`config.mk`:
```
export PLATFORM = sky130hd
export DESIGN_NAME = branch_resolve_unit_flat
export DESIGN_NICKNAME = d
export VERILOG_FILES = /design/src/rtl/branch_resolve_unit_if.sv /design/src/rtl/branch_resolve_unit.sv /design/src/flat_wrapper.sv
export SDC_FILE = /design/constraint.sdc
export NUM_CORES = 1
export LEC_CHECK = 0
export ABC_AREA = 1
export CORE_AREA = 2 2 252 230
export CTS_BUF_LIST = sky130_fd_sc_hd__clkbuf_8
export CTS_CLUSTER_SIZE = 20
export DETAILED_ROUTE_END_ITERATION = 6
export DIE_AREA = 0 0 254 232
export PLACE_DENSITY = 0.77
export RECOVER_POWER = 100
export SLEW_MARGIN = 30
export SYNTH_ARGS = -nofsm -noshare
export SYNTH_HDL_FRONTEND = slang
export SYNTH_SLANG_ARGS = --single-unit
```
`constraint.sdc`:
```
create_clock -name iCLOCK -period 5.9 [get_ports iCLOCK]
set_input_delay 1.18 -clock iCLOCK [delete_from_list [all_inputs] [get_ports iCLOCK]]
set_output_delay 1.18 -clock iCLOCK [all_outputs]
set_load 0.01 [all_outputs]
```
`src/rtl/branch_resolve_unit_if.sv`:
```
`default_nettype none
// ============================================================================
// Module      : branch_resolve_unit_if
// Description : Groups the signals that connect the branch resolve unit to
//               fetch, the predictor and the execute stage.
//               The master modport is the environment side.
//               The slave modport is the resolve unit side.
// Revision    : 1.0 - initial release
// ============================================================================
interface branch_resolve_unit_if;
  // Pipeline flush
  logic        iFLUSH;

  // Predictions consumed by fetch
  logic        iPRED_STB;
  logic [31:0] iPRED_INST_ADDR;
  logic        iPRED_BRANCH;
  logic [31:0] iPRED_ADDR;
  logic        oPRED_FULL;

  // Resolved outcomes from execute
  logic        iEXE_STB;
  logic        iEXE_IS_BRANCH;
  logic        iEXE_TAKEN;
  logic [31:0] iEXE_TARGET;

  // Predictor update port
  logic        oJUMP_STB;
  logic        oJUMP_VALID;
  logic [31:0] oJUMP_ADDR;
  logic [31:0] oJUMP_INST_ADDR;

  // Redirect handshake towards fetch
  logic        oMISS_STB;
  logic [31:0] oMISS_ADDR;
  logic        iMISS_ACK;
  logic [15:0] oMISS_COUNT;

  modport master (
    output iFLUSH, iPRED_STB, iPRED_INST_ADDR, iPRED_BRANCH, iPRED_ADDR,
    output iEXE_STB, iEXE_IS_BRANCH, iEXE_TAKEN, iEXE_TARGET, iMISS_ACK,
    input  oPRED_FULL, oJUMP_STB, oJUMP_VALID, oJUMP_ADDR, oJUMP_INST_ADDR,
    input  oMISS_STB, oMISS_ADDR, oMISS_COUNT
  );

  modport slave (
    input  iFLUSH, iPRED_STB, iPRED_INST_ADDR, iPRED_BRANCH, iPRED_ADDR,
    input  iEXE_STB, iEXE_IS_BRANCH, iEXE_TAKEN, iEXE_TARGET, iMISS_ACK,
    output oPRED_FULL, oJUMP_STB, oJUMP_VALID, oJUMP_ADDR, oJUMP_INST_ADDR,
    output oMISS_STB, oMISS_ADDR, oMISS_COUNT
  );
endinterface
`default_nettype wire

```
`src/rtl/branch_resolve_unit.sv`:
```
`default_nettype none
// ============================================================================
// Module      : branch_resolve_unit
// Description : Queues the predictions fetch consumed and checks each one
//               against the execute-stage outcome. It updates the predictor
//               and raises a handshaked redirect on a mispredict.
// Revision    : 1.0 - initial release
// ============================================================================
module branch_resolve_unit #(
  parameter int P_DEPTH   = 8,
  parameter int P_DEPTH_N = 3
) (
  input  wire logic            iCLOCK,
  input  wire logic            inRESET,
  branch_resolve_unit_if.slave bus
);

  localparam logic [P_DEPTH_N:0] C_FULL = (P_DEPTH_N + 1)'(P_DEPTH);

  typedef enum logic [0:0] {
    ST_IDLE    = 1'b0,
    ST_RECOVER = 1'b1
  } state_t;

  state_t state;
  state_t state_next;

  // Prediction queue storage; only the pointers and count need a reset
  logic [31:0] q_inst [P_DEPTH];
  logic        q_br   [P_DEPTH];
  logic [31:0] q_tgt  [P_DEPTH];

  logic [P_DEPTH_N-1:0] rd_ptr;
  logic [P_DEPTH_N-1:0] wr_ptr;
  logic [P_DEPTH_N:0]   count;

  logic        jump_stb;
  logic        jump_valid;
  logic [31:0] jump_addr;
  logic [31:0] jump_inst_addr;
  logic        miss_stb;
  logic [31:0] miss_addr;
  logic [15:0] miss_count;

  logic        full;
  logic        active;
  logic        push_ok;
  logic        pop_ok;
  logic [31:0] head_inst;
  logic        head_br;
  logic [31:0] head_tgt;
  logic        miss_cond;
  logic        miss;
  logic        jump_fire;
  logic [31:0] correct_addr;

  // Queue status, resolution decision and corrected fetch address
  always_comb begin
    full      = (count == C_FULL);
    // Wrong-path traffic is ignored while recovering; a flush wins over all
    active    = (state == ST_IDLE) && !bus.iFLUSH;
    // Full is sampled before the pop, so a push into a full queue is lost
    push_ok   = active && bus.iPRED_STB && !full;
    pop_ok    = active && bus.iEXE_STB && (count != '0);
    head_inst = q_inst[rd_ptr];
    head_br   = q_br[rd_ptr];
    head_tgt  = q_tgt[rd_ptr];
    if (bus.iEXE_IS_BRANCH) begin
      miss_cond = (bus.iEXE_TAKEN != head_br) ||
                  (bus.iEXE_TAKEN && (bus.iEXE_TARGET != head_tgt));
    end else begin
      // A non-branch predicted taken means the predictor entry is aliased
      miss_cond = head_br;
    end
    miss      = pop_ok && miss_cond;
    jump_fire = pop_ok && (bus.iEXE_IS_BRANCH || head_br);
    if (bus.iEXE_IS_BRANCH && bus.iEXE_TAKEN) begin
      correct_addr = bus.iEXE_TARGET;
    end else begin
      correct_addr = head_inst + 32'd4;
    end
  end

  // Next-state logic for the recovery handshake
  always_comb begin
    state_next = state;
    case (state)
      ST_IDLE:    if (miss) state_next = ST_RECOVER;
      ST_RECOVER: if (bus.iMISS_ACK) state_next = ST_IDLE;
      default:    state_next = ST_IDLE;
    endcase
    if (bus.iFLUSH) state_next = ST_IDLE;
  end

  // State register
  always_ff @(posedge iCLOCK or negedge inRESET) begin
    if (!inRESET) state <= ST_IDLE;
    else          state <= state_next;
  end

  // Queue entry write on an accepted push
  always_ff @(posedge iCLOCK) begin
    if (push_ok) begin
      q_inst[wr_ptr] <= bus.iPRED_INST_ADDR;
      q_br[wr_ptr]   <= bus.iPRED_BRANCH;
      q_tgt[wr_ptr]  <= bus.iPRED_ADDR;
    end
  end

  // Queue pointers and occupancy; a miss or flush discards every entry
  always_ff @(posedge iCLOCK or negedge inRESET) begin
    if (!inRESET) begin
      rd_ptr <= '0;
      wr_ptr <= '0;
      count  <= '0;
    end else if (bus.iFLUSH || miss) begin
      rd_ptr <= '0;
      wr_ptr <= '0;
      count  <= '0;
    end else begin
      if (push_ok) wr_ptr <= wr_ptr + 1'b1;
      if (pop_ok)  rd_ptr <= rd_ptr + 1'b1;
      case ({push_ok, pop_ok})
        2'b10:   count <= count + 1'b1;
        2'b01:   count <= count - 1'b1;
        default: count <= count;
      endcase
    end
  end

  // Predictor update outputs, one-cycle strobe after a resolution
  always_ff @(posedge iCLOCK or negedge inRESET) begin
    if (!inRESET) begin
      jump_stb       <= 1'b0;
      jump_valid     <= 1'b0;
      jump_addr      <= '0;
      jump_inst_addr <= '0;
    end else begin
      jump_stb <= jump_fire;
      if (jump_fire) begin
        jump_valid     <= bus.iEXE_IS_BRANCH && bus.iEXE_TAKEN;
        jump_addr      <= bus.iEXE_TARGET;
        jump_inst_addr <= head_inst;
      end
    end
  end

  // Redirect request, held until fetch acknowledges it, and miss counter
  always_ff @(posedge iCLOCK or negedge inRESET) begin
    if (!inRESET) begin
      miss_stb   <= 1'b0;
      miss_addr  <= '0;
      miss_count <= '0;
    end else begin
      if (bus.iFLUSH) begin
        miss_stb <= 1'b0;
      end else if (miss) begin
        miss_stb  <= 1'b1;
        miss_addr <= correct_addr;
      end else if ((state == ST_RECOVER) && bus.iMISS_ACK) begin
        miss_stb <= 1'b0;
      end
      if (miss && (miss_count != 16'hFFFF)) miss_count <= miss_count + 16'd1;
    end
  end

  assign bus.oPRED_FULL      = full;
  assign bus.oJUMP_STB       = jump_stb;
  assign bus.oJUMP_VALID     = jump_valid;
  assign bus.oJUMP_ADDR      = jump_addr;
  assign bus.oJUMP_INST_ADDR = jump_inst_addr;
  assign bus.oMISS_STB       = miss_stb;
  assign bus.oMISS_ADDR      = miss_addr;
  assign bus.oMISS_COUNT     = miss_count;

endmodule
`default_nettype wire

```
`src/flat_wrapper.sv`:
```
// flat-port wrapper written by rule: the top's interface ports become plain ports
module branch_resolve_unit_flat 
#(
  parameter int P_DEPTH   = 8,
  parameter int P_DEPTH_N = 3
)
  (iCLOCK, inRESET, bus_iFLUSH, bus_iPRED_STB, bus_iPRED_INST_ADDR, bus_iPRED_BRANCH, bus_iPRED_ADDR, bus_iEXE_STB, bus_iEXE_IS_BRANCH, bus_iEXE_TAKEN, bus_iEXE_TARGET, bus_iMISS_ACK, bus_oPRED_FULL, bus_oJUMP_STB, bus_oJUMP_VALID, bus_oJUMP_ADDR, bus_oJUMP_INST_ADDR, bus_oMISS_STB, bus_oMISS_ADDR, bus_oMISS_COUNT);
  branch_resolve_unit_if bus_i ();
  input  wire logic iCLOCK;
  input  wire logic inRESET;
  input wire logic [$bits(bus_i.iFLUSH)-1:0] bus_iFLUSH;
  input wire logic [$bits(bus_i.iPRED_STB)-1:0] bus_iPRED_STB;
  input wire logic [$bits(bus_i.iPRED_INST_ADDR)-1:0] bus_iPRED_INST_ADDR;
  input wire logic [$bits(bus_i.iPRED_BRANCH)-1:0] bus_iPRED_BRANCH;
  input wire logic [$bits(bus_i.iPRED_ADDR)-1:0] bus_iPRED_ADDR;
  input wire logic [$bits(bus_i.iEXE_STB)-1:0] bus_iEXE_STB;
  input wire logic [$bits(bus_i.iEXE_IS_BRANCH)-1:0] bus_iEXE_IS_BRANCH;
  input wire logic [$bits(bus_i.iEXE_TAKEN)-1:0] bus_iEXE_TAKEN;
  input wire logic [$bits(bus_i.iEXE_TARGET)-1:0] bus_iEXE_TARGET;
  input wire logic [$bits(bus_i.iMISS_ACK)-1:0] bus_iMISS_ACK;
  output wire logic [$bits(bus_i.oPRED_FULL)-1:0] bus_oPRED_FULL;
  output wire logic [$bits(bus_i.oJUMP_STB)-1:0] bus_oJUMP_STB;
  output wire logic [$bits(bus_i.oJUMP_VALID)-1:0] bus_oJUMP_VALID;
  output wire logic [$bits(bus_i.oJUMP_ADDR)-1:0] bus_oJUMP_ADDR;
  output wire logic [$bits(bus_i.oJUMP_INST_ADDR)-1:0] bus_oJUMP_INST_ADDR;
  output wire logic [$bits(bus_i.oMISS_STB)-1:0] bus_oMISS_STB;
  output wire logic [$bits(bus_i.oMISS_ADDR)-1:0] bus_oMISS_ADDR;
  output wire logic [$bits(bus_i.oMISS_COUNT)-1:0] bus_oMISS_COUNT;
  assign bus_i.iFLUSH = bus_iFLUSH;
  assign bus_i.iPRED_STB = bus_iPRED_STB;
  assign bus_i.iPRED_INST_ADDR = bus_iPRED_INST_ADDR;
  assign bus_i.iPRED_BRANCH = bus_iPRED_BRANCH;
  assign bus_i.iPRED_ADDR = bus_iPRED_ADDR;
  assign bus_i.iEXE_STB = bus_iEXE_STB;
  assign bus_i.iEXE_IS_BRANCH = bus_iEXE_IS_BRANCH;
  assign bus_i.iEXE_TAKEN = bus_iEXE_TAKEN;
  assign bus_i.iEXE_TARGET = bus_iEXE_TARGET;
  assign bus_i.iMISS_ACK = bus_iMISS_ACK;
  assign bus_oPRED_FULL = bus_i.oPRED_FULL;
  assign bus_oJUMP_STB = bus_i.oJUMP_STB;
  assign bus_oJUMP_VALID = bus_i.oJUMP_VALID;
  assign bus_oJUMP_ADDR = bus_i.oJUMP_ADDR;
  assign bus_oJUMP_INST_ADDR = bus_i.oJUMP_INST_ADDR;
  assign bus_oMISS_STB = bus_i.oMISS_STB;
  assign bus_oMISS_ADDR = bus_i.oMISS_ADDR;
  assign bus_oMISS_COUNT = bus_i.oMISS_COUNT;
  branch_resolve_unit #(.P_DEPTH(P_DEPTH), .P_DEPTH_N(P_DEPTH_N)) u_core (.iCLOCK(iCLOCK), .inRESET(inRESET), .bus(bus_i));
endmodule
```
==> flow_summary.ini <==
[sta]
final-hold-violation-count = 0
rsz0062_at_grt = no
setup_tns_ps = 0
slew_viol_final = 391
setup_viol_count_final = 0
timing.slew.headroom_pct = -116.7
period_minus_slack_ps = 4991
min_period_over_period_pct = 84.60
worst_pin_slew_ps = 3250
clock.fmax_ghz = 0.2004
finClkSkew_ps = 31.89

[cts]
cts_tree = done
clk_pin_slew_ps = 60
cts_sinks = 646
cts-root-buf = clkbuf_8
cts_max_path_buffers = 3
cts_max_level = 3
postCtsSetupBuffers = 0
postCtsHoldBufs = 0
clock_latency_ps = 700
cts.repair.resized = 0
numCtsBuffers = 102

[worst_setup_path]
cp_cell_sequence = dlygate4sd3_1, nor2_1, nand3_1, nor2_1, inv_1, nor2_1, dlymetal6s2s_1
start_kind = primary input
crit_fanout = 41
required_ps = 6130
cp_top_family = buffers and inverters
end_kind = flip-flop
crit_slowest_cell = dlymetal6s2s_1
ff2ff_path_depth = 15
path_common_cell = nor2_1
r2r-start = u_core.rd_ptr[0]
cp.arrival_ps = 5220
r2r-end = u_core.bus.oMISS_COUNT[15]
endpoint = u_core.q_tgt[5][6]
crit_buf_inv = 3
crit_type = in -> reg
r2r_slack_ps = 1150
cp_num_cells = 7
cp-startpoint = bus_iFLUSH
max_stage_delay_ps = 2060

[synth]
synth_area_um2 = 27890
synthFlopType = edfxtp_1
syn_area_per_cell_um2 = 10.19
synthAdderAreaFrac_pct = 0.3410
synth-edff-count = 520
synth-simple-area-share_pct = 20.35
syn-num-nets = 2849
synth_top_family_by_area = simple AND/OR/NAND/NOR gates
ys_ff_latch = 646
synth.mux.area_fraction_pct = 0
synthCells = 2737
synth_warnings = 0
synth_compound_area_share_pct = 6.510
synthXorXnorAreaFrac_pct = 0.5653
ys_seq_area_share_pct = 67.29
synth_cell_types = 40
async_flop_share_pct = 19.50

[pwr]
seq_power_share_pct = 50.9
power_density_nw_per_um2 = 339.9
clock_power_share_pct = 32.5
switching_share_pct = 27.99
power_uw = 11060
power.switching_uw = 3096
peakVddDrop_uv = 204.5
p_leak_uw = 0.01320
combPwrFrac_pct = 16.6
internal_power_uw = 7966

[placed_design]
dp_hpwl_um = 49590
io_buffers = 220
gp_congestion = 0.9398

[run]
maxCapViolations = 11

[die]
die_w_um = 254
die_h_um = 232
pin_count = 221
coreArea_um2 = 56290
start_util_pct = 49.55
dieArea_um2 = 58930
num_rows = 83

[route]
wl_per_cell_um = 20.58
drc = 0
via_per_inst = 5.515
drt-total-wl_um = 78580
drt-initial-drc-count = 2808
ant_nets = 0
vias = 21060
first_pass_iters = 5

[worst_hold_path]
min_path_type = reg -> reg
holdCritStartpoint = u_core.bus.oMISS_ADDR[22]

[layout]
num-nets-final = 3074
post-route-util_pct = 57.82
final_cell_mix = nand2_1 (658), edfxtp_1 (520), nor2_1 (504)
final_common_cell = nand2_1
layout-drive-gt1-share_pct = 6.566
areaGrowthSynthToFinish_pct = 16.70

[global_route]
grt_pass1_vias = 19920
overflow = 0
antenna_found_initial = 13
grt_pass1_wl_um = 117600
grt_max_degree = 139
grtUsageTotal_pct = 26.60

[status]
status = finished with violations
violations = capacitance limit, slew limit
cell families (layout without fill, tap and decap cells):
logic type	Yosys count	count (layout)
buf+inv	304	613
fa+ha+maj	7	7
compound gates	354	354
simple gates	1408	1408
other cells	0	7
xor+xnor	18	18
flops	646	646
synth_stat cells (15+ instances only):
library cell | count | area [µm²]
nand2_1 | 658 | 2470
o21ai_0 | 234 | 1171
edfxtp_1 | 520 | 15610
nor2_1 | 505 | 1896
inv_1 | 154 | 578.1
a21oi_1 | 18 | 90.09
clkbuf_1 | 45 | 168.9
buf_2 | 42 | 210.2
nand3_1 | 195 | 975.9
dfrtp_1 | 126 | 3153
o21ai_1 | 78 | 390.4
inv_2 | 18 | 67.56
buf_6 | 15 | 168.9
worst reg2reg max path, delay by kind of cell (launching register included):
family / cells / cell delay [ps]
AND/OR/NAND/NOR: 12 / 1880
buffers and inverters: 1 / 1170
flip-flops: 1 / 1020
AO/OA/AOI/OAI: 2 / 570
power by group through the flow:
stage,clock network (µW),logic [µW],registers [µW]
6_report,3600,1840,5630
5_1_grt,3830,2020,5660
4_1_cts,3620,1970,5630
3_5_place_dp,0,1960,5710
3_3_place_gp,0,1910,5710
2_1_floorplan,0,737,5760
area by class of cell:
class                   instances  area, µm²
fillers                      4597      23740
well taps                     765      957.2
repair buffers                251       2442
inverters                     174      663.1
diodes                          7      17.52
flip-flops and latches        646      18780
clock inverters                73      352.8
clock buffers                 115       1583
multi-input cells            1787       7755
layer usage:
layer / routed length [µm] / up-vias / GRT usage (%)
li1: - / 9622 / -
met5: 52 / - / 0
met1: 31620 / 10080 / 36.24
met2: 35540 / 1163 / 40.54
met3: 8384 / 178 / 6.580
met4: 2982 / 8 / 11.91
per-stage QoR:
step	std cells	worst slack (ps)	area (µm²)	hold WS, ps
final	3818	908.9	32550	478.6
after global routing	3813	700.3	32540	509.1
after CTS	3810	1633	32670	484.6
after detailed placement	3622	1665	30740	469.0
after global placement	3620	1713	30680	464.4
after floorplan	2737	1025	27890	489.1
worst min path at each step:
stage	end	slack [ps]	depth (start not counted)
global placement	u_core.bus.oJUMP_INST_ADDR[1]	460	2
finish	u_core.bus.oMISS_ADDR[22]	480	2
floorplan	u_core.state	490	2
detailed placement	u_core.bus.oMISS_ADDR[22]	470	2
global route	u_core.bus.oMISS_ADDR[27]	510	2
CTS	u_core.bus.oMISS_ADDR[22]	480	2
state kept, by name, summed over array words and instances (netlist names), 4 cells and up:
name,flops
u_core.q_inst,256
u_core.count,4
u_core.q_br,8
u_core.bus.oMISS_COUNT,16
u_core.bus.oJUMP_INST_ADDR,32
u_core.bus.oMISS_ADDR,32
u_core.bus.oJUMP_ADDR,32
u_core.q_tgt,256
Note: power is estimated with default switching activity, not from simulation.
